## src/rtl/shift_sub_divider32.sv

```systemverilog
// shift_sub_divider32: restoring shift-and-subtract divider that produces one quotient bit per clock.
// Defining SIGNED_DIV_EN selects two's-complement operands; this uses magnitude division plus a sign fix-up.
module shift_sub_divider32 #(
  parameter int WIDTH = 32,
  parameter int CNT_W = 5
) (
  input  logic             clk,
  input  logic             reset,
  input  logic             start,
  input  logic [WIDTH-1:0] dividend,
  input  logic [WIDTH-1:0] divisor,
  output logic             busy,
  output logic             done,
  output logic [WIDTH-1:0] quotient,
  output logic [WIDTH-1:0] remainder,
  output logic             div_by_zero
);
  typedef enum logic [1:0] {IDLE, RUN, DONE} state_t;
  state_t state_q, state_d;
  logic [CNT_W-1:0] cnt_q, cnt_d;
  logic [WIDTH-1:0] r_q, r_d, dvd_q, dvd_d, dsr_q, dsr_d, quo_q, quo_d, rem_q, rem_d;
  logic busy_q, busy_d, done_q, done_d, dbz_q, dbz_d;
  logic [WIDTH:0] r_sh;
  logic [WIDTH-1:0] r_new, q_next, dvd_in, dsr_in, fix_q, fix_r;
  logic accept, run, last, q_bit;
`ifdef SIGNED_DIV_EN
  logic neg_q_q, neg_q_d, neg_r_q, neg_r_d;
`endif
  always_comb begin
    accept = start && state_q != RUN;
    run    = state_q == RUN;
    last   = run && cnt_q == CNT_W'(WIDTH-1);
    r_sh   = {r_q, dvd_q[WIDTH-1]};
    q_bit  = r_sh >= {1'b0, dsr_q};
    r_new  = q_bit ? WIDTH'(r_sh - {1'b0, dsr_q}) : r_sh[WIDTH-1:0];
    q_next = {dvd_q[WIDTH-2:0], q_bit};
`ifdef SIGNED_DIV_EN
    dvd_in  = dividend[WIDTH-1] ? -dividend : dividend;
    dsr_in  = divisor[WIDTH-1] ? -divisor : divisor;
    neg_q_d = accept ? dividend[WIDTH-1] ^ divisor[WIDTH-1] : neg_q_q;
    neg_r_d = accept ? dividend[WIDTH-1] : neg_r_q;
    // A zero divisor keeps the all-ones quotient; the remainder sign restores the original dividend.
    fix_q   = (neg_q_q && dsr_q != '0) ? -q_next : q_next;
    fix_r   = neg_r_q ? -r_new : r_new;
`else
    dvd_in = dividend;
    dsr_in = divisor;
    fix_q  = q_next;
    fix_r  = r_new;
`endif
    r_d     = accept ? '0 : run ? r_new : r_q;
    dvd_d   = accept ? dvd_in : run ? q_next : dvd_q;
    dsr_d   = accept ? dsr_in : dsr_q;
    cnt_d   = accept ? '0 : run ? cnt_q + CNT_W'(1) : cnt_q;
    state_d = accept ? RUN : last ? DONE : state_q == DONE ? IDLE : state_q;
    busy_d  = state_d == RUN;
    done_d  = state_d == DONE;
    quo_d   = last ? fix_q : quo_q;
    rem_d   = last ? fix_r : rem_q;
    dbz_d   = last ? dsr_q == '0 : dbz_q;
  end
  always_ff @(posedge clk) begin
    if (reset) begin
      state_q <= IDLE;
      cnt_q   <= '0;
      r_q     <= '0;
      dvd_q   <= '0;
      dsr_q   <= '0;
      busy_q  <= 1'b0;
      done_q  <= 1'b0;
      quo_q   <= '0;
      rem_q   <= '0;
      dbz_q   <= 1'b0;
`ifdef SIGNED_DIV_EN
      neg_q_q <= 1'b0;
      neg_r_q <= 1'b0;
`endif
    end else begin
      state_q <= state_d;
      cnt_q   <= cnt_d;
      r_q     <= r_d;
      dvd_q   <= dvd_d;
      dsr_q   <= dsr_d;
      busy_q  <= busy_d;
      done_q  <= done_d;
      quo_q   <= quo_d;
      rem_q   <= rem_d;
      dbz_q   <= dbz_d;
`ifdef SIGNED_DIV_EN
      neg_q_q <= neg_q_d;
      neg_r_q <= neg_r_d;
`endif
    end
  end
  assign busy        = busy_q;
  assign done        = done_q;
  assign quotient    = quo_q;
  assign remainder   = rem_q;
  assign div_by_zero = dbz_q;
endmodule
```

## config.mk

```make
export PLATFORM = sky130hd
export DESIGN_NAME = shift_sub_divider32
export DESIGN_NICKNAME = d
export VERILOG_FILES = /design/src/rtl/shift_sub_divider32.sv
export SDC_FILE = /design/constraint.sdc
export NUM_CORES = 1
export LEC_CHECK = 0
export ABC_AREA = 1
export BUFFER_PORTS_ARGS = -buffer_cell sky130_fd_sc_hd__buf_2
export CAP_MARGIN = 20
export CORE_ASPECT_RATIO = 0.6
export CORE_MARGIN = 3
export CORE_UTILIZATION = 58
export DETAILED_ROUTE_END_ITERATION = 6
export MAX_ROUTING_LAYER = met4
export PLACE_DENSITY = 0.84
export RECOVER_POWER = 100
export SETUP_SLACK_MARGIN = 0.4
export SYNTH_ARGS = -nofsm -noshare
export SYNTH_HDL_FRONTEND = slang
export SYNTH_SLANG_ARGS = --single-unit
```

## constraint.sdc

```tcl
create_clock -name clk -period 2.2 [get_ports clk]
set_input_delay 0.44 -clock clk [delete_from_list [all_inputs] [get_ports clk]]
set_output_delay 0.44 -clock clk [all_outputs]
set_load 0.03 [all_outputs]
```

==> impl_metrics.toml <==
[placement]
port_buffers = 133
place_hpwl_microns = 20500
routabilityCongestion = 0.997

[worst_setup_path]
cp_slowest_cell = "dfxtp_2"
r2r_cells = 17
crit_path_max_incr_delay_ns = 0.33
start_kind = "register"
crit_top_cell = "nand2_1"
cp.required_ns = 2.53
cp.arrival_ns = 2.50
end_kind = "register"
crit_fanout = 7
path_delay_family = "simple AND/OR/NAND/NOR gates"
r2r_setup_slack_ns = 0.03
crit_chain = "inv_2, ha_4, nand2_1, nand2_1, nand2_2, nand2_1, nand2_2, nand3b_4, nand2_4, nand2_4, nand2_8, nand2_8, clkbuf_16, nand2_2, nand3_1, nand2_1, inv_1"
critPathKind = "register to register"
cp.depth = 17
crit_buf_inv = 3

[drt]
drt_wl_total_microns = 31500
drc_errors = 0
wire_per_inst_microns = 16.8
ant_nets = 0
drt_first_iter_violations = 1116
vias_per_cell = 5.45
vias = 10200
first_pass_iters = 6

[die]
initial_core_util = 0.603
core_region_area_sq_um = 15600
num_rows = 35
die_x_microns = 171
num_io_pins = 134
die-area_sq_um = 17900
die_y_microns = 105

[clocking]
clk_latency_ns = 0.43
root_buffer = "clkbuf_16"
cts_tree = "done"
clk_pin_slew_ns = 0.08
clockBufferDepth = 2
numClockSinks = 170
cts_buffers = 17
cts-htree-levels = 4
cts_hold_buf = 0

[layout]
n_antenna_cell = 0
most-common-layout-cells = "nand2_1, inv_1, dfxtp_1"
area_delta_synth_final_pct = 33.3
final_common_cell = "nand2_1"
final_nets = 1762
drive_gt1_frac = 0.283
fillers = 1134

[sta]
hold_violations = 0
whs_ns = 0.282
worstMarginPinSlew_ns = 0.731
setup-violations-final = 0
drv_slew = 0
rsz0062_at_grt = "yes"
skew_ns = 0.0117
fin_tns_setup_ns = 0
slew_headroom = 0.513
clock.fmax_mhz = 460
timing.final.crit_share = 0.987
period_minus_slack_ns = 2.17

[power_and_ir_drop]
power_density_nw_per_um2 = 795
power_leakage_nw = 6.44
vdd_drop_max_uv = 477

[grt]
track_usage = 0.325
grt_pass1_vias = 8998
grt_pass1_wl_microns = 45900
overflow = 0
antenna_found_initial = 0
grt_max_degree = 65

[synthesis]
synth.distinct_cells = 36
syn_inst = 1498
syn_nets = 1600
synth-seq-cells = 170
syn-cell-area_sq_um = 9420
ys_seq_area_frac = 0.361
yosys_warnings = 0
syn_area_per_cell_sq_um = 6.29

[run]
drv_cap = 0

[outcome]
status = "complete, no violations"

[min_path]
hold_depth = 3
hp-class = "input port to register"
synthesized netlist by cell type:
cell type | number | share of area
nand4_1 | 12 | 0.0080
nor2_2 | 8 | 0.0053
and2_1 | 4 | 0.0027
fa_1 | 1 | 0.0021
clkinv_1 | 2 | 0.00080
clkbuf_1 | 42 | 0.017
a21oi_1 | 57 | 0.030
buf_1 | 2 | 0.00080
inv_2 | 13 | 0.0052
xor2_1 | 14 | 0.013
o221ai_1 | 29 | 0.027
dfxtp_1 | 170 | 0.36
buf_2 | 8 | 0.0042
nand2_8 | 1 | 0.0021
xnor2_1 | 2 | 0.0019
nor2_4 | 1 | 0.0012
nor2_1 | 107 | 0.043
nor3_1 | 8 | 0.0042
nand2_2 | 12 | 0.0080
nand3_2 | 1 | 0.0011
nand2_4 | 1 | 0.0012
ha_1 | 34 | 0.045
a31oi_1 | 1 | 0.00066
nor3_4 | 1 | 0.0017
nand3b_1 | 1 | 0.00080
nand3b_4 | 1 | 0.0021
buf_6 | 3 | 0.0036
o21ai_1 | 2 | 0.0011
nor4_1 | 2 | 0.0013
o21bai_1 | 1 | 0.00080
a211oi_1 | 1 | 0.00080
o22ai_1 | 2 | 0.0013
nand2_1 | 536 | 0.21
inv_1 | 258 | 0.10
o21ai_0 | 64 | 0.034
nand3_1 | 96 | 0.051
repair_timing:
item | 4_1_cts | 5_1_grt
pin swaps | 3 | 56
cloned | 0 | 4
resized for setup | 71 | 253
endpoints found under the setup margin | 98 | 98
buffers inserted | 7 | 19
kinds of logic after synthesis:
| logic type | share of synthesized area |
|---|---|
| simple gates | 0.347 |
| buf+inv | 0.134 |
| flops | 0.361 |
| compound gates | 0.0959 |
| fa+ha+maj | 0.0473 |
| xor+xnor | 0.0149 |
final timing paths:
path                                     from            end
worst max-delay path                 dsr_q[2]        r_q[27]
worst max register to register       dsr_q[2]        r_q[27]
worst min register to register  remainder[19]  remainder[19]
worst min-delay path               divisor[3]       dsr_q[3]
sequential cells by signal, summed over array words and instances (netlist names):
signal,cells
div_by_zero,1
r_q,32
remainder,32
busy,1
done,1
cnt_q,5
dvd_q,32
quotient,32
state_q,2
dsr_q,32
routing by layer:
layer | track usage | vias up | wire (microns)
li1 | - | 4949 | -
met1 | 0.486 | 4704 | 14200
met2 | 0.463 | 515 | 13600
met3 | 0.0439 | 53 | 3020
met4 | 0.0752 | 0 | 612
met5 | - | - | 0
layout make-up:
cell class	count	area, sq um	area share
Clock buffer	18	429	0.0342
Clock inverter	14	151	0.0121
Inverter	273	1030	0.0820
Multi-Input combinational cell	1000	5960	0.474
Sequential cell	170	3450	0.275
Tap cell	203	254	0.0202
Timing Repair Buffer	197	1280	0.102
Timing Repair inverter	1	7.51	0.000598
stage by stage:
stage               instance area [sq um]  total power [mW]  setup WS [ns]  instances   util
CTS                                 11700              9.25          0.117       1853  0.748
finish                              12600              9.99         0.0283       1876  0.803
global route                        12600              10.4         -0.132       1876  0.803
global placement                    10800              6.06        -0.0193       1814  0.691
detailed placement                  10800              6.10        0.00409       1814  0.691
floorplan                            9760              5.30          0.352       1498      -
worst reg2reg max path, cell delays in order, from the launching register on:
cell,delay [ns]
dfxtp_2,0.33
inv_2,0.05
ha_4,0.27
nand2_1,0.07
nand2_1,0.10
nand2_2,0.11
nand2_1,0.07
nand2_2,0.08
nand3b_4,0.11
nand2_4,0.10
nand2_4,0.08
nand2_8,0.12
nand2_8,0.11
clkbuf_16,0.21
nand2_2,0.07
nand3_1,0.06
nand2_1,0.09
inv_1,0.05
where the power goes:
group | total [mW] | switching, mW | internal (mW)
clock | 3.03 | 1.50 | 1.52
combinational | 3.66 | 2.30 | 1.36
sequential | 3.30 | 0.0910 | 3.21
total | 9.99 | 3.90 | 6.09
(Power assumes the default switching activity.)
